<file path="src/rtl/regfile_pkg.sv">
// Shared register-file definitions: default widths, register count and the
// write-arbiter FSM state encoding.
package regfile_pkg;

    localparam int DATA_W   = 16;
    localparam int ADDR_W   = 3;
    localparam int NUM_REGS = 2 ** ADDR_W;

    typedef enum logic {
        CLEAR = 1'b0,
        ARB   = 1'b1
    } state_t;

endpackage : regfile_pkg

</file>
<file path="src/rtl/reg_write_arbiter_starve_counter.sv">
// Saturating count of consecutive debug-port losses to the CPU.
// A clear request takes precedence over an increment.
module starve_counter #(
    parameter int LIM   = 4,
    parameter int CNT_W = $clog2(LIM + 1)
) (
    input  logic             clk,
    input  logic             rst_n,
    input  logic             inc,
    input  logic             clr,
    output logic [CNT_W-1:0] cnt
);

    localparam logic [CNT_W-1:0] CNT_LIM = CNT_W'(LIM);

    logic [CNT_W-1:0] cnt_r;

    // Count losses, saturating at the limit; clear on a debug grant or idle debug port.
    always_ff @(posedge clk) begin
        if (!rst_n) begin
            cnt_r <= {CNT_W{1'b0}};
        end else if (clr) begin
            cnt_r <= {CNT_W{1'b0}};
        end else if (inc && (cnt_r != CNT_LIM)) begin
            cnt_r <= cnt_r + 1'b1;
        end else begin
            cnt_r <= cnt_r;
        end
    end

    assign cnt = cnt_r;

endmodule : starve_counter

</file>
<file path="src/rtl/reg_write_arbiter.sv">
// Register-file write-port owner. After reset (or on clear_start) it zeroes
// every register, one per cycle, then arbitrates CPU and debug write requests.
// The CPU normally wins; after STARVE_LIM consecutive debug losses the debug
// port wins once. Every grant is followed by one idle arbitration cycle so a
// held request can never be written twice back-to-back.
module reg_write_arbiter #(
    parameter int DATA_W     = regfile_pkg::DATA_W,
    parameter int ADDR_W     = regfile_pkg::ADDR_W,
    parameter int STARVE_LIM = 4
) (
    input  logic              clk,
    input  logic              rst_n,
    input  logic              clear_start,
    input  logic              cpu_req,
    input  logic [ADDR_W-1:0] cpu_addr,
    input  logic [DATA_W-1:0] cpu_data,
    input  logic              dbg_req,
    input  logic [ADDR_W-1:0] dbg_addr,
    input  logic [DATA_W-1:0] dbg_data,
    output logic              cpu_gnt,
    output logic              dbg_gnt,
    output logic              wr_en,
    output logic [ADDR_W-1:0] wr_addr,
    output logic [DATA_W-1:0] wr_data,
    output logic              busy
);

    import regfile_pkg::*;

    localparam int                CNT_W    = $clog2(STARVE_LIM + 1);
    localparam logic [CNT_W-1:0]  CNT_LIM  = CNT_W'(STARVE_LIM);
    localparam logic [ADDR_W-1:0] LAST_IDX = {ADDR_W{1'b1}};

    state_t            state_r, state_s;
    logic [ADDR_W-1:0] idx_r, idx_s, cur_idx_s;

    logic              cpu_gnt_r, cpu_gnt_s;
    logic              dbg_gnt_r, dbg_gnt_s;
    logic              wr_en_r, wr_en_s;
    logic              busy_r, busy_s;
    logic [ADDR_W-1:0] wr_addr_r, wr_addr_s;
    logic [DATA_W-1:0] wr_data_r, wr_data_s;

    logic [CNT_W-1:0]  starve_cnt_s;
    logic              starve_inc_s;
    logic              starve_clr_s;

    starve_counter #(
        .LIM   (STARVE_LIM),
        .CNT_W (CNT_W)
    ) u_starve_counter (
        .clk   (clk),
        .rst_n (rst_n),
        .inc   (starve_inc_s),
        .clr   (starve_clr_s),
        .cnt   (starve_cnt_s)
    );

    // A CPU grant while debug waits is a loss; a debug grant or idle debug port forgives.
    assign starve_inc_s = dbg_req & cpu_gnt_s;
    assign starve_clr_s = dbg_gnt_s | ~dbg_req;

    // State, clear index and all registered outputs.
    always_ff @(posedge clk) begin
        if (!rst_n) begin
            state_r   <= CLEAR;
            idx_r     <= {ADDR_W{1'b0}};
            cpu_gnt_r <= 1'b0;
            dbg_gnt_r <= 1'b0;
            wr_en_r   <= 1'b0;
            busy_r    <= 1'b0;
            wr_addr_r <= {ADDR_W{1'b0}};
            wr_data_r <= {DATA_W{1'b0}};
        end else begin
            state_r   <= state_s;
            idx_r     <= idx_s;
            cpu_gnt_r <= cpu_gnt_s;
            dbg_gnt_r <= dbg_gnt_s;
            wr_en_r   <= wr_en_s;
            busy_r    <= busy_s;
            wr_addr_r <= wr_addr_s;
            wr_data_r <= wr_data_s;
        end
    end

    // Next state: walk the clear index to the last register, then arbitrate.
    always_comb begin
        state_s   = state_r;
        idx_s     = idx_r;
        cur_idx_s = clear_start ? {ADDR_W{1'b0}} : idx_r;
        case (state_r)
            CLEAR: begin
                if (cur_idx_s == LAST_IDX) begin
                    state_s = ARB;
                    idx_s   = {ADDR_W{1'b0}};
                end else begin
                    state_s = CLEAR;
                    idx_s   = cur_idx_s + 1'b1;
                end
            end
            ARB: begin
                if (clear_start) begin
                    state_s = CLEAR;
                    idx_s   = {ADDR_W{1'b0}};
                end else begin
                    state_s = ARB;
                    idx_s   = idx_r;
                end
            end
            default: begin
                state_s = CLEAR;
                idx_s   = {ADDR_W{1'b0}};
            end
        endcase
    end

    // Output values for the next cycle: clear writes, or the arbitration winner.
    always_comb begin
        cpu_gnt_s = 1'b0;
        dbg_gnt_s = 1'b0;
        wr_en_s   = 1'b0;
        busy_s    = 1'b0;
        wr_addr_s = wr_addr_r;
        wr_data_s = wr_data_r;
        case (state_r)
            CLEAR: begin
                wr_en_s   = 1'b1;
                busy_s    = 1'b1;
                wr_addr_s = cur_idx_s;
                wr_data_s = {DATA_W{1'b0}};
            end
            ARB: begin
                if (clear_start || cpu_gnt_r || dbg_gnt_r) begin
                    // Clear takes over, or this is the idle slot after a grant.
                    wr_en_s = 1'b0;
                end else if (dbg_req && (starve_cnt_s == CNT_LIM)) begin
                    dbg_gnt_s = 1'b1;
                    wr_en_s   = 1'b1;
                    wr_addr_s = dbg_addr;
                    wr_data_s = dbg_data;
                end else if (cpu_req) begin
                    cpu_gnt_s = 1'b1;
                    wr_en_s   = 1'b1;
                    wr_addr_s = cpu_addr;
                    wr_data_s = cpu_data;
                end else if (dbg_req) begin
                    dbg_gnt_s = 1'b1;
                    wr_en_s   = 1'b1;
                    wr_addr_s = dbg_addr;
                    wr_data_s = dbg_data;
                end else begin
                    wr_en_s = 1'b0;
                end
            end
            default: begin
                wr_en_s = 1'b0;
            end
        endcase
    end

    assign cpu_gnt = cpu_gnt_r;
    assign dbg_gnt = dbg_gnt_r;
    assign wr_en   = wr_en_r;
    assign wr_addr = wr_addr_r;
    assign wr_data = wr_data_r;
    assign busy    = busy_r;

endmodule : reg_write_arbiter
</file>
<file path="config.mk">
export PLATFORM = sky130hd
export DESIGN_NAME = reg_write_arbiter
export DESIGN_NICKNAME = d
export VERILOG_FILES = /design/src/rtl/regfile_pkg.sv /design/src/rtl/reg_write_arbiter_starve_counter.sv /design/src/rtl/reg_write_arbiter.sv
export SDC_FILE = /design/constraint.sdc
export NUM_CORES = 1
export LEC_CHECK = 0
export BUFFER_PORTS_ARGS = -buffer_cell sky130_fd_sc_hd__buf_2
export CAP_MARGIN = 20
export CORE_ASPECT_RATIO = 2
export CORE_MARGIN = 2
export CORE_UTILIZATION = 50
export CTS_BUF_LIST = sky130_fd_sc_hd__clkbuf_4 sky130_fd_sc_hd__clkbuf_8
export DETAILED_ROUTE_END_ITERATION = 16
export GPL_TIMING_DRIVEN = 0
export PLACE_DENSITY_LB_ADDON = 0.12
export RECOVER_POWER = 50
export SLEW_MARGIN = 25
export SYNTH_ARGS = -nofsm -noshare
export SYNTH_HDL_FRONTEND = slang
export SYNTH_HIERARCHICAL = 1
export SYNTH_SLANG_ARGS = --single-unit
</file>
<file path="constraint.sdc">
create_clock -name clk -period 4.11 [get_ports clk]
set_input_delay 0.411 -clock clk [delete_from_list [all_inputs] [get_ports clk]]
set_output_delay 0.411 -clock clk [all_outputs]
set_load 0.02 [all_outputs]
</file>
Word-level counts from Yosys, hierarchy flattened:

Cells that the tools add are included.

* input bits: 43
* output and inout port bits: 23
* logic and storage cells: 57
* flip-flop bits (word level): 30

* reductions and logical operators: 6
* muxes and demuxes: 30
* bitwise logic cells: 5
* add/sub/neg operators: 2
* eq/ne operators: 5

Operator list (number)
* 16-bit 2-to-1 mux: 4
* 16-bit one-hot mux with 2 select lines: 1
* 3-bit 2-to-1 mux: 6
* 1-bit 2-to-1 mux: 15
* 3-bit one-hot mux with 2 select lines: 2
* 3-bit by 1-bit adder with 3-bit output, second input constant: 2
* 3-bit == test, second input constant: 2
* 4-bit by 3-bit inequality test with 1-bit output, second input constant: 1
* 1-bit one-hot mux with 2 select lines: 2
* 3-bit inequality test, second input constant: 1
* 1-bit inverter: 3
* 1-bit logical AND: 2
* 1-bit logical OR: 2
* 2-bit inequality test, second input constant: 1
* 2-bit AND reduction: 1
* 2-bit OR reduction: 1
* 1-bit bitwise AND: 1
* 1-bit OR: 1

Depth between registers and ports, before layout:

* word-level depth: 7
* mapped depth: 7
* mapped depth without buffers: 6

Modules after synthesis:

The synthesis kept the hierarchy.

Modules (own cells, without submodules)
* reg_write_arbiter: area an instance 1226.2 um2, cells each 124, seq. area each 540.5 um2, times used 1
* starve_counter: area an instance 181.4 um2, cells each 17, seq. area each 60.1 um2, times used 1

Least setup slack after synthesis:

OpenSTA, ideal clock, no wires.

* path kind: input -> register
* start point: in dbg_req
* end point: reg u_starve_counter.cnt_r[2] (netlist: u_starve_counter/cnt[2])
* required time: 4.023 ns
* library setup time: 0.087 ns
* path buffers: 1
* arrival: 1.523 ns
* stages: 6
* slack: 2.499 ns
* cells stage by stage: nand2_1 o31ai_4 buf_2 nor2_1 and4b_1 nor4b_2

* elaborated cells between the ends (all ways): 14
* classes of those cells: mux: 8; bitwise: 3; reduce/logical: 3

RTL lines
* from (decl): line reg_write_arbiter.sv:17 `input logic dbg_req,`
* 1-bit logical AND: line reg_write_arbiter.sv:136 `end else if (dbg_req && (starve_cnt_s == CNT_LIM)) begin`
* 1-bit 2-to-1 mux: line reg_write_arbiter.sv:136
* 1-bit 2-to-1 mux: line reg_write_arbiter.sv:133 `if (clear_start || cpu_gnt_r || dbg_gnt_r) begin`
* 1-bit 2-to-1 mux: line reg_write_arbiter.sv:125 `case (state_r)`
* 1-bit bitwise AND *: line reg_write_arbiter.sv:60 `assign starve_inc_s = dbg_req & cpu_gnt_s;`
* via starve_inc_s: line reg_write_arbiter.sv:45 `logic starve_inc_s;`
* 1-bit logical AND *: line reg_write_arbiter_starve_counter.sv:24 `end else if (inc && (cnt_r != CNT_LIM)) begin`
* to (signal assigned): line reg_write_arbiter_starve_counter.sv:23 `cnt_r <= {CNT_W{1'b0}};`
* to (signal assigned): line reg_write_arbiter_starve_counter.sv:25 `cnt_r <= cnt_r + 1'b1;`
* to (signal assigned): line reg_write_arbiter_starve_counter.sv:27 `cnt_r <= cnt_r;`
* to (decl): line reg_write_arbiter_starve_counter.sv:16 `logic [CNT_W-1:0] cnt_r;`

The timed path passes the listed nets; every way through them passes the cells marked *.
A chain may end at the register's enable or synchronous reset.

Worst setup path after layout:

* start point: reg cpu_gnt_r (netlist: cpu_gnt)
* end point: reg wr_data_r[8] (netlist: wr_data[8])

* longest elaborated chain between the ends: 4

RTL lines
* from (decl): line reg_write_arbiter.sv:37 `logic cpu_gnt_r, cpu_gnt_s;`
* from (signal assigned): line reg_write_arbiter.sv:77 `cpu_gnt_r <= cpu_gnt_s;`
* 1-bit logical OR (2 in series): line reg_write_arbiter.sv:133
* 2-bit inequality test (no source line)
* 2-bit AND reduction (no source line)
* to (signal assigned): line reg_write_arbiter.sv:73 `wr_data_r <= {DATA_W{1'b0}};`
* to (signal assigned): line reg_write_arbiter.sv:82 `wr_data_r <= wr_data_s;`
* to (decl): line reg_write_arbiter.sv:42 `logic [DATA_W-1:0] wr_data_r, wr_data_s;`

No other way between the ends.

==> summary.txt <==
Synth
  – Post-synthesis mux area share: 17.07%
  – Post-synthesis cell area: around 1400 um2
  – Area share of the largest cell type after synthesis: approximately 43%
  – Average cell area after synthesis: about 10 um2
  – Leading area contributor after synthesis: dfxtp_1
  – Most frequent cell after synthesis: dfxtp_1
  – Post-synthesis async set-or-reset flop share: 0%
  – Mapped Nets: ~190
  – Largest family of logic cells by synthesized area: simple AND/OR/NAND/NOR gates
  – Top post-synthesis cells by area: dfxtp_1, mux2i_1, nand2_1
  – Main synth FF type: dfxtp_1
  – Synth Area in Adders: under 10%
  – Synthesized instance count: around 140
  – Post-synth EDFFs: 0
  – Post-synthesis xor/xnor area fraction: 0.6222%
  – Ys Warns: 6
  – Synth top cells by count: dfxtp_1, mux2i_1, nand2_1, o21ai_1, o21ai_0
  – Simple-gate share of the synthesized area: between 10% and 20%
  – Distinct cell type count after synthesis: 33
  – Post-synthesis compound-gate area fraction: a little over an eighth
  – Register area share after synthesis: ~43%
  – Number of synthesized register bits: 30

Worst hold path
  – Worst min-delay path startpoint: dbg_data[12]
  – Hold endpoint: wr_data[12]
  – Hold/Removal Path Class: input port to flop
  – Worst Hold Path Cells: 3

CTS
  – H-tree level count: 2
  – Post_cts resized: 0
  – CTS buffer count: 5
  – Root buffer cell: clkbuf_8
  – TritonCTS clock tree: done
  – Reg clk slew, reported paths: roughly 60 ps
  – CTS hold repair buffers: 0
  – Clock Sinks: 30
  – # Post-CTS Setup Buffers: 0
  – Worst skew pair latency: 280 ps
  – Clk buf depth: 2

Critical path
  – Cells on worst reg2reg path: 5
  – Critical path class: flop to flop
  – Reg-to-reg critical path startpoint: cpu_gnt
  – Crit path arrival time: around 2100 ps
  – R2R setup slack: approximately 2200 ps
  – Crit-path max cell delay: between 500 and 600 ps
  – Critical Path Slowest Stage Cell: o21ai_0
  – Worst r2r dst: wr_data[8]
  – Startpoint Class: flop
  – CP cell instances: or3_4 > o21ai_0 > nand3_4 > buf_6 > o21ai_1
  – Critical Path RT: approximately 4300 ps
  – Critical Path End Type: flop
  – Critical path peak fanout: 10

Place
  – Placer congestion estimate: 0.7700
  – I/O Buffers: 65
  – Pre-CTS setup slack: around 2100 ps
  – HPWL Detailed: around 2600 um

Route
  – Vias after detailed routing: between 1000 and 1500
  – First-pass detailed-route iteration total: 4
  – DRT iter0 DRCs: 11
  – WL met3: between 150 and 200 um
  – Routed length on met1: 1159 um
  – Routed Antenna Nets: 0
  – Post-Route WL: between 3000 and 4000 um
  – Routed vias/inst: ~5
  – DRC errors left: 0
  – Top Metal Used: met4
  – Met2 wire length: 1831 um
  – Drt wl/cell: ~13 um

STA
  – Final setup fails: 0
  – Count of pins over their slew limit: 0
  – Relative slew slack: just over 50%
  – Final Hold Vio Count: 0
  – RSZ-0062 raised after global routing: no
  – Setup TNS: 0 ps
  – Final critical-path share of the clock period: ~45%
  – Actual slew at the worst max-slew pin: roughly 720 ps
  – Final min period: 1862 ps
  – Fmax: roughly 0.54 GHz
  – Setup ws final: about 2200 ps
  – Final Skew: 3.129 ps

Floorplanning
  – Starting Density: 52.08%
  – Full die area: about 3300 um2
  – Die width: 41.52 um
  – Num rows: 27
  – Die height: 79.04 um
  – IO Count: 66
  – Core Area: between 2000 and 3000 um2

Global route
  – Antenna violations before repair: 0
  – Vias in the first global route: 1257
  – Largest net degree at the start of global routing: 11
  – Global-route wire length before repair: 5306 um
  – Gr ovfl total: 0
  – Total track usage: a little over a fifth

Flow run
  – Max cap viols: 0

Layout
  – Fill cells: 231
  – Layout cells sized above 1: between 20% and 30%
  – Area Overhead vs Synth: 29.33%
  – Final #Nets: 260
  – # diodes: 0

Run status
  – Status: finished clean

Pwr
  – Leakage: around 0.8 nW
  – Pwr dens: approximately 330 nW/um2
  – Peak supply drop: just over 300 uV
[stage by stage]
stage | hold slack [ps] | instance area (um2) | cells | total power, W | utilization [%]
floorplan | 523.6 | 1408 | 141 | 0.0003305 | -
global placement | 433.3 | 1769 | 235 | 0.0003566 | 65.46
detailed placement | 440.3 | 1769 | 235 | 0.0003592 | 65.46
CTS | 389.7 | 1864 | 243 | 0.0006101 | 68.98
global route | 401.9 | 1821 | 243 | 0.0006272 | 67.36
finish | 399.7 | 1821 | 243 | 0.0005987 | 67.36
[cell families after synthesis]
kind of cell | count (synthesis)
xor gates and xnor gates | 1
DFF | 30
buffers and inverters | 10
AOI/OAI and AO/OA | 26
adders and majority gates | 4
muxes | 24
and+or+nand+nor | 46
[report_power, final]
| group | internal, W | leakage (nW) | switching, W |
|---|---|---|---|
| sequential | 0.000294 | 0.243 | 0.000000861 |
| clock | 0.000141 | 0.0517 | 0.000106 |
| combinational | 0.0000302 | 0.508 | 0.0000262 |
| total | 0.000465 | 0.803 | 0.000133 |
[worst max-delay path by stage]
stage                                 start                 endpoint  slack [ps]  depth (start not counted)
global placement                    dbg_req  u_starve_counter/cnt[2]        2190                          7
detailed placement                  dbg_req  u_starve_counter/cnt[2]        2140                          7
CTS                 u_starve_counter/cnt[2]  u_starve_counter/cnt[2]        2270                          6
floorplan                           dbg_req  u_starve_counter/cnt[2]        2500                          6
global route                        cpu_gnt              wr_data[10]        2070                          5
finish                              cpu_gnt               wr_data[8]        2250                          5
[state kept, by name, indices dropped and copies added, names as in the netlist]
signal	flops
wr_en	1
cpu_gnt	1
dbg_gnt	1
state_r	1
busy	1
idx_r	3
wr_addr	3
u_starve_counter/cnt	3
wr_data	16
[worst max-delay path, delay by kind of cell (launching register included)]
kind	cells	cell delay, ps
AOI/OAI and AO/OA	2	710
and+or+nand+nor	2	570
DFF	1	320
buffers and inverters	1	190
[routing by layer]
metal / GRT usage [%] / vias up
li1: - / 635
met1: 19.60 / 554
met2: 39.06 / 41
met3: 5.909 / 5
met4: 11.94 / 0
met5: 0 / -
[layout by cell type, fill, tap and decap left out, types with 3 or more instances in the layout]
cell,netlist,routed
and2_1,3,3
clkbuf_1,1,25
nor2b_1,3,3
inv_1,3,3
ha_1,4,4
clkbuf_8,0,6
o21ai_0,7,8
dfxtp_1,30,30
nand3b_1,3,3
nor2_1,3,3
o21ai_1,8,8
mux2i_1,24,24
buf_2,1,43
nand2_1,22,22
and2b_1,3,3
[cell type report]
cell class,count,area [um2],area share (%)
inverter,3,11.26,0.6186
sequential,30,600.6,32.99
clock buffer,7,90.09,4.948
buffer,7,50.05,2.749
clock inverter,1,5.005,0.2749
timing repair buffer,65,296.5,16.29
multi-input combinational,101,730.7,40.14
tap,29,36.28,1.993
(Power assumes the default switching activity.)
